`config.mk`:
```
export PLATFORM = sky130hd
export DESIGN_NAME = latch_mem_wb_skid
export DESIGN_NICKNAME = d
export VERILOG_FILES = /design/src/rtl/pipeline_pkg.sv /design/src/rtl/wb_entry_reg.sv /design/src/rtl/latch_mem_wb_skid.sv
export SDC_FILE = /design/constraint.sdc
export NUM_CORES = 1
export LEC_CHECK = 0
export ABC_AREA = 1
export CAP_MARGIN = 20
export CORE_MARGIN = 3
export CORE_UTILIZATION = 54
export CTS_CLUSTER_DIAMETER = 120
export CTS_CLUSTER_SIZE = 28
export DETAILED_ROUTE_END_ITERATION = 10
export GPL_ROUTABILITY_DRIVEN = 0
export PLACE_DENSITY = 0.85
export SETUP_SLACK_MARGIN = 0.2
export SLEW_MARGIN = 20
export SYNTH_ARGS = -nofsm -noshare
export SYNTH_HDL_FRONTEND = slang
export SYNTH_SLANG_ARGS = --single-unit
export TNS_END_PERCENT = 100
```
`constraint.sdc`:
```
create_clock -name clock -period 3.8 [get_ports clock]
set_input_delay 0.76 -clock clock [delete_from_list [all_inputs] [get_ports clock]]
set_output_delay 0.76 -clock clock [all_outputs]
set_load 0.01 [all_outputs]
```
`src/rtl/pipeline_pkg.sv`:
```
// Shared pipeline definitions: default register-file widths and the
// occupancy encoding used by the MEM/WB latch.
package pipeline_pkg;

    // Must match the register-file definitions.
    localparam int DEFAULT_DATA_WIDTH = 32;
    localparam int DEFAULT_ADDR_WIDTH = 5;

    // Occupancy encoding (number of held entries).
    localparam logic [1:0] OCC_EMPTY = 2'd0;
    localparam logic [1:0] OCC_ONE   = 2'd1;
    localparam logic [1:0] OCC_FULL  = 2'd2;

endpackage : pipeline_pkg

```
`src/rtl/wb_entry_reg.sv`:
```
// One MEM/WB entry: CHANNELS x (enable, address, data), loaded on load_i,
// cleared asynchronously by reset.
module wb_entry_reg
    import pipeline_pkg::*;
#(
    parameter int DATA_WIDTH = DEFAULT_DATA_WIDTH,
    parameter int ADDR_WIDTH = DEFAULT_ADDR_WIDTH,
    parameter int CHANNELS   = 1
) (
    input  logic                           clock,
    input  logic                           reset,
    input  logic                           load_i,
    input  logic [CHANNELS-1:0]            enable_d,
    input  logic [CHANNELS*ADDR_WIDTH-1:0] address_d,
    input  logic [CHANNELS*DATA_WIDTH-1:0] data_d,
    output logic [CHANNELS-1:0]            enable_q,
    output logic [CHANNELS*ADDR_WIDTH-1:0] address_q,
    output logic [CHANNELS*DATA_WIDTH-1:0] data_q
);

    // Capture the whole entry when loaded; contents otherwise hold.
    always_ff @(posedge clock or posedge reset) begin
        if (reset) begin
            enable_q  <= '0;
            address_q <= '0;
            data_q    <= '0;
        end else if (load_i) begin
            enable_q  <= enable_d;
            address_q <= address_d;
            data_q    <= data_d;
        end
    end

endmodule : wb_entry_reg

```
`src/rtl/latch_mem_wb_skid.sv`:
```
// MEM->WB pipeline latch with a two-entry skid buffer. Entry A is the head
// driving writeback; entry B absorbs one extra entry while writeback stalls.
// mem_ready depends only on registered state so no combinational path runs
// from wb_ready back to the memory stage.
module latch_mem_wb_skid
    import pipeline_pkg::*;
#(
    parameter int DATA_WIDTH = DEFAULT_DATA_WIDTH,
    parameter int ADDR_WIDTH = DEFAULT_ADDR_WIDTH,
    parameter int CHANNELS   = 1
) (
    input  logic                           clock,
    input  logic                           reset,
    input  logic                           flush,
    input  logic                           mem_valid,
    output logic                           mem_ready,
    input  logic [CHANNELS-1:0]            mem_register_write_enable,
    input  logic [CHANNELS*ADDR_WIDTH-1:0] mem_register_write_address,
    input  logic [CHANNELS*DATA_WIDTH-1:0] mem_register_write_data,
    output logic                           wb_valid,
    input  logic                           wb_ready,
    output logic [CHANNELS-1:0]            wb_register_write_enable,
    output logic [CHANNELS*ADDR_WIDTH-1:0] wb_register_write_address,
    output logic [CHANNELS*DATA_WIDTH-1:0] wb_register_write_data,
    output logic [1:0]                     occupancy
);

    // State encoded directly as {valid_a, valid_b}.
    localparam logic [1:0] ST_EMPTY = 2'b00;
    localparam logic [1:0] ST_ONE   = 2'b10;
    localparam logic [1:0] ST_FULL  = 2'b11;

    logic valid_a_q, valid_a_d;
    logic valid_b_q, valid_b_d;
    logic load_a, load_b, a_from_b;
    logic accept, pop;

    logic [CHANNELS-1:0]            enable_a_q, enable_b_q, enable_a_d;
    logic [CHANNELS*ADDR_WIDTH-1:0] address_a_q, address_b_q, address_a_d;
    logic [CHANNELS*DATA_WIDTH-1:0] data_a_q, data_b_q, data_a_d;

    assign mem_ready = !valid_b_q;
    assign wb_valid  = valid_a_q;
    assign accept    = mem_valid & mem_ready;
    assign pop       = valid_a_q & wb_ready;

    // Next-state and load decisions; flush overrides any handshake.
    always_comb begin
        valid_a_d = valid_a_q;
        valid_b_d = valid_b_q;
        load_a    = 1'b0;
        load_b    = 1'b0;
        a_from_b  = 1'b0;
        if (flush) begin
            valid_a_d = 1'b0;
            valid_b_d = 1'b0;
        end else begin
            case ({valid_a_q, valid_b_q})
                ST_EMPTY: begin
                    if (accept) begin
                        load_a    = 1'b1;
                        valid_a_d = 1'b1;
                    end
                end
                ST_ONE: begin
                    if (accept && pop) begin
                        load_a = 1'b1;
                    end else if (accept) begin
                        load_b    = 1'b1;
                        valid_b_d = 1'b1;
                    end else if (pop) begin
                        valid_a_d = 1'b0;
                    end
                end
                ST_FULL: begin
                    if (pop) begin
                        load_a    = 1'b1;
                        a_from_b  = 1'b1;
                        valid_b_d = 1'b0;
                    end
                end
                default: begin
                    // B without A is unreachable; recover to empty.
                    valid_a_d = 1'b0;
                    valid_b_d = 1'b0;
                end
            endcase
        end
    end

    // Head entry takes either the incoming entry or the skid contents.
    always_comb begin
        enable_a_d  = a_from_b ? enable_b_q  : mem_register_write_enable;
        address_a_d = a_from_b ? address_b_q : mem_register_write_address;
        data_a_d    = a_from_b ? data_b_q    : mem_register_write_data;
    end

    // Valid bits: the only architecturally significant state.
    always_ff @(posedge clock or posedge reset) begin
        if (reset) begin
            valid_a_q <= 1'b0;
            valid_b_q <= 1'b0;
        end else begin
            valid_a_q <= valid_a_d;
            valid_b_q <= valid_b_d;
        end
    end

    wb_entry_reg #(
        .DATA_WIDTH(DATA_WIDTH), .ADDR_WIDTH(ADDR_WIDTH), .CHANNELS(CHANNELS)
    ) u_entry_a (
        .clock    (clock),
        .reset    (reset),
        .load_i   (load_a),
        .enable_d (enable_a_d),
        .address_d(address_a_d),
        .data_d   (data_a_d),
        .enable_q (enable_a_q),
        .address_q(address_a_q),
        .data_q   (data_a_q)
    );

    wb_entry_reg #(
        .DATA_WIDTH(DATA_WIDTH), .ADDR_WIDTH(ADDR_WIDTH), .CHANNELS(CHANNELS)
    ) u_entry_b (
        .clock    (clock),
        .reset    (reset),
        .load_i   (load_b),
        .enable_d (mem_register_write_enable),
        .address_d(mem_register_write_address),
        .data_d   (mem_register_write_data),
        .enable_q (enable_b_q),
        .address_q(address_b_q),
        .data_q   (data_b_q)
    );

    assign wb_register_write_enable  = enable_a_q & {CHANNELS{valid_a_q}};
    assign wb_register_write_address = address_a_q;
    assign wb_register_write_data    = data_a_q;
    assign occupancy = {1'b0, valid_a_q} + {1'b0, valid_b_q};

endmodule : latch_mem_wb_skid

```
==> results.cfg <==
[clocking]
clkLatencyLatePin_ns = 0.35
clockBufferDepth = 2
cts_resized = 0
h-tree-depth = 3
cts_buffers = 9
cts_setup_buffers = 0
root_buffer = clkbuf_8
path_clk_slew_ns = 0.08
cts_tree = built
cts_sinks = 78
cts_hold_buf = 0

[sta]
fmax_ghz = 0.393
slew_headroom_pct = 50.9
final_max_slew_viol_count = 0
whs_ns = 0.472
period_share_pct = 67.0
tns_ns = 0
finalClockSkew_ns = 0.00775
setup_viol = 0
rsz0062_at_grt = false
hold_violations = 0
fin_crit_ns = 2.54
worst_slew_pin_slew_ns = 0.736

[cells_and_area]
layout_commonest_cell = nand2_1
diodes = 0
final_net_count = 616
layout_common_cells = 204 x nand2_1, 84 x clkdlybuf4s50_1, 81 x nand3_1
area_delta_synth_final_pct = 28.6
drive_above_1_share_pct = 5.06
final_util_pct = 73.9
nFillCells = 500
stdcell_area_mm2 = 0.00485

[grt]
grt.total_usage_pct = 24.3
grt.overflow.total = 0
grt_pass1_wl_um = 15100
antenna_found_initial = 0
grt_max_degree = 44
grt_pass1_vias = 3363

[power]
finalPower_mw = 3.40
intPower_mw = 2.20
switchingPower_mw = 1.20
power-per-cell-area_mw_per_mm2 = 699
combPwrFrac_pct = 38.5
peakVddDrop_uv = 394
cellLeakagePower_nw = 2.58
power_switching_share_pct = 35.3
p_clk_share_pct = 19.2
pwr-share-seq_pct = 42.2

[hold_path]
hp-start = u_entry_a.data_q[28]
hold_path_class = reg -> reg

[drt]
drtIter0Drc = 207
vias = 3420
first_pass_iters = 5
drt_wl_total_um = 8780
wl_per_cell_um = 13.2
ant_nets = 0
drc = 0
avgViaCountPerCell = 5.14

[synth]
seq_area_frac_synth_pct = 51.7
synth_top_cell_area_share_pct = 51.7
yosysUniqueCellTypes = 19
syn_area_mm2 = 0.00378
syn-num-nets = 543
yosys_warnings = 0
ys_seq_elements = 78
ys_top_cells_by_area = dfrtp_1 52%, nand2_1 20%, nand3_1 11%
synthCells = 496
synth_top_area_cell = dfrtp_1
synth_area_per_cell_um2 = 7.61

[place]
post_dp_cell_area_mm2 = 0.00465
dpl.hpwl_um = 5800
io_buffers = 84

[critical_path]
crit_path_max_fanout = 8
cp-start-kind = flop
crit_path_end_kind = output pin
required_ns = 3.04
worstPathArrival_ns = 1.78
worstReg2RegStart = wb_valid
crit_type = reg -> out
crit_start = wb_valid

[floorplanning]
start_util_pct = 57.5
die_x_um = 89.6
ioPinCount = 85
rows = 29
fp.dieH_um = 89.6
dieArea_mm2 = 0.00803
fp.coreArea_mm2 = 0.00657

[job]
cap_violations = 0

[run_status]
status = finished clean
[cell type report]
type | instances | area (um^2) | area share [%]
Sequential cell | 78 | 1950 | 40.2
Multi-Input combinational cell | 337 | 1480 | 30.5
Timing Repair Buffer | 94 | 916 | 18.9
Inverter | 49 | 185 | 3.81
Clock buffer | 11 | 131 | 2.71
Tap cell | 93 | 116 | 2.40
Clock inverter | 4 | 72.6 | 1.49
[per-layer routing]
layer	wire length, um	GRT usage (%)	vias to the layer above	share of wire (%)
li1	-	-	1692	-
met1	3860	32.5	1599	44
met2	4240	38.6	113	48
met3	509	3.83	16	5.8
met4	170	12.3	0	1.9
met5	0	0	-	0
[power by group through the flow]
stage | Clock (mW) | Combinational (mW) | Sequential (mW)
finish | 0.653 | 1.31 | 1.43
floorplan | 0 | 0.650 | 1.49
detailed placement | 0 | 1.31 | 1.44
global route | 0.694 | 1.47 | 1.49
CTS | 0.663 | 1.32 | 1.43
global placement | 0 | 1.27 | 1.44
[sequential cells by signal (all words and copies together) (netlist names)]
signal               cells
u_entry_a.data_q        32
u_entry_b.data_q        32
u_entry_a.address_q      5
u_entry_b.address_q      5
u_entry_a.enable_q       1
u_entry_b.enable_q       1
valid_b_q                1
wb_valid                 1
[final timing paths]
check	cells after the start	slack, ns	to
min in group asynchronous	2	0.83	u_entry_b.data_q[14]
max in group asynchronous	3	2.24	u_entry_a.data_q[24]
min	2	0.47	u_entry_a.data_q[28]
max	3	1.26	occupancy[0]
max reg2reg	8	1.61	u_entry_a.data_q[21]
min reg2reg	2	0.47	u_entry_a.data_q[28]
[worst max-delay path, cell delays in order, from the launching register on]
cell	delay, ns
dfrtp_1	0.51
inv_1	0.11
ha_1	0.29
clkdlybuf4s50_1	0.53
[Yosys cell counts]
cell type  instances
a21oi_1            1
buf_1              2
buf_2             13
buf_4              5
buf_6              3
clkbuf_1           8
clkbuf_2           1
dfrtp_1           78
ha_1               4
inv_1             48
inv_2              1
nand2_1          204
nand3_1           82
nand3b_1           1
nand4_1            1
nor2_1             4
nor2_2             1
o21ai_0           35
o21ai_1            4
[metrics by stage]
stage / setup slack, ns / cells
floorplan: 1.04 / 496
CTS: 1.24 / 666
global route: 1.10 / 666
global placement: 1.06 / 651
detailed placement: 0.962 / 651
finish: 1.26 / 666
[cells by family after synthesis]
| logic type | count (synthesis) | synth area share (%) |
|---|---|---|
| buffers and inverters | 81 | 9.61 |
| DFF | 78 | 51.7 |
| adders and majority gates | 4 | 1.33 |
| AOI/OAI and AO/OA | 40 | 5.30 |
| and+or+nand+nor | 293 | 32.1 |
Note: power is estimated with default switching activity, not from simulation.
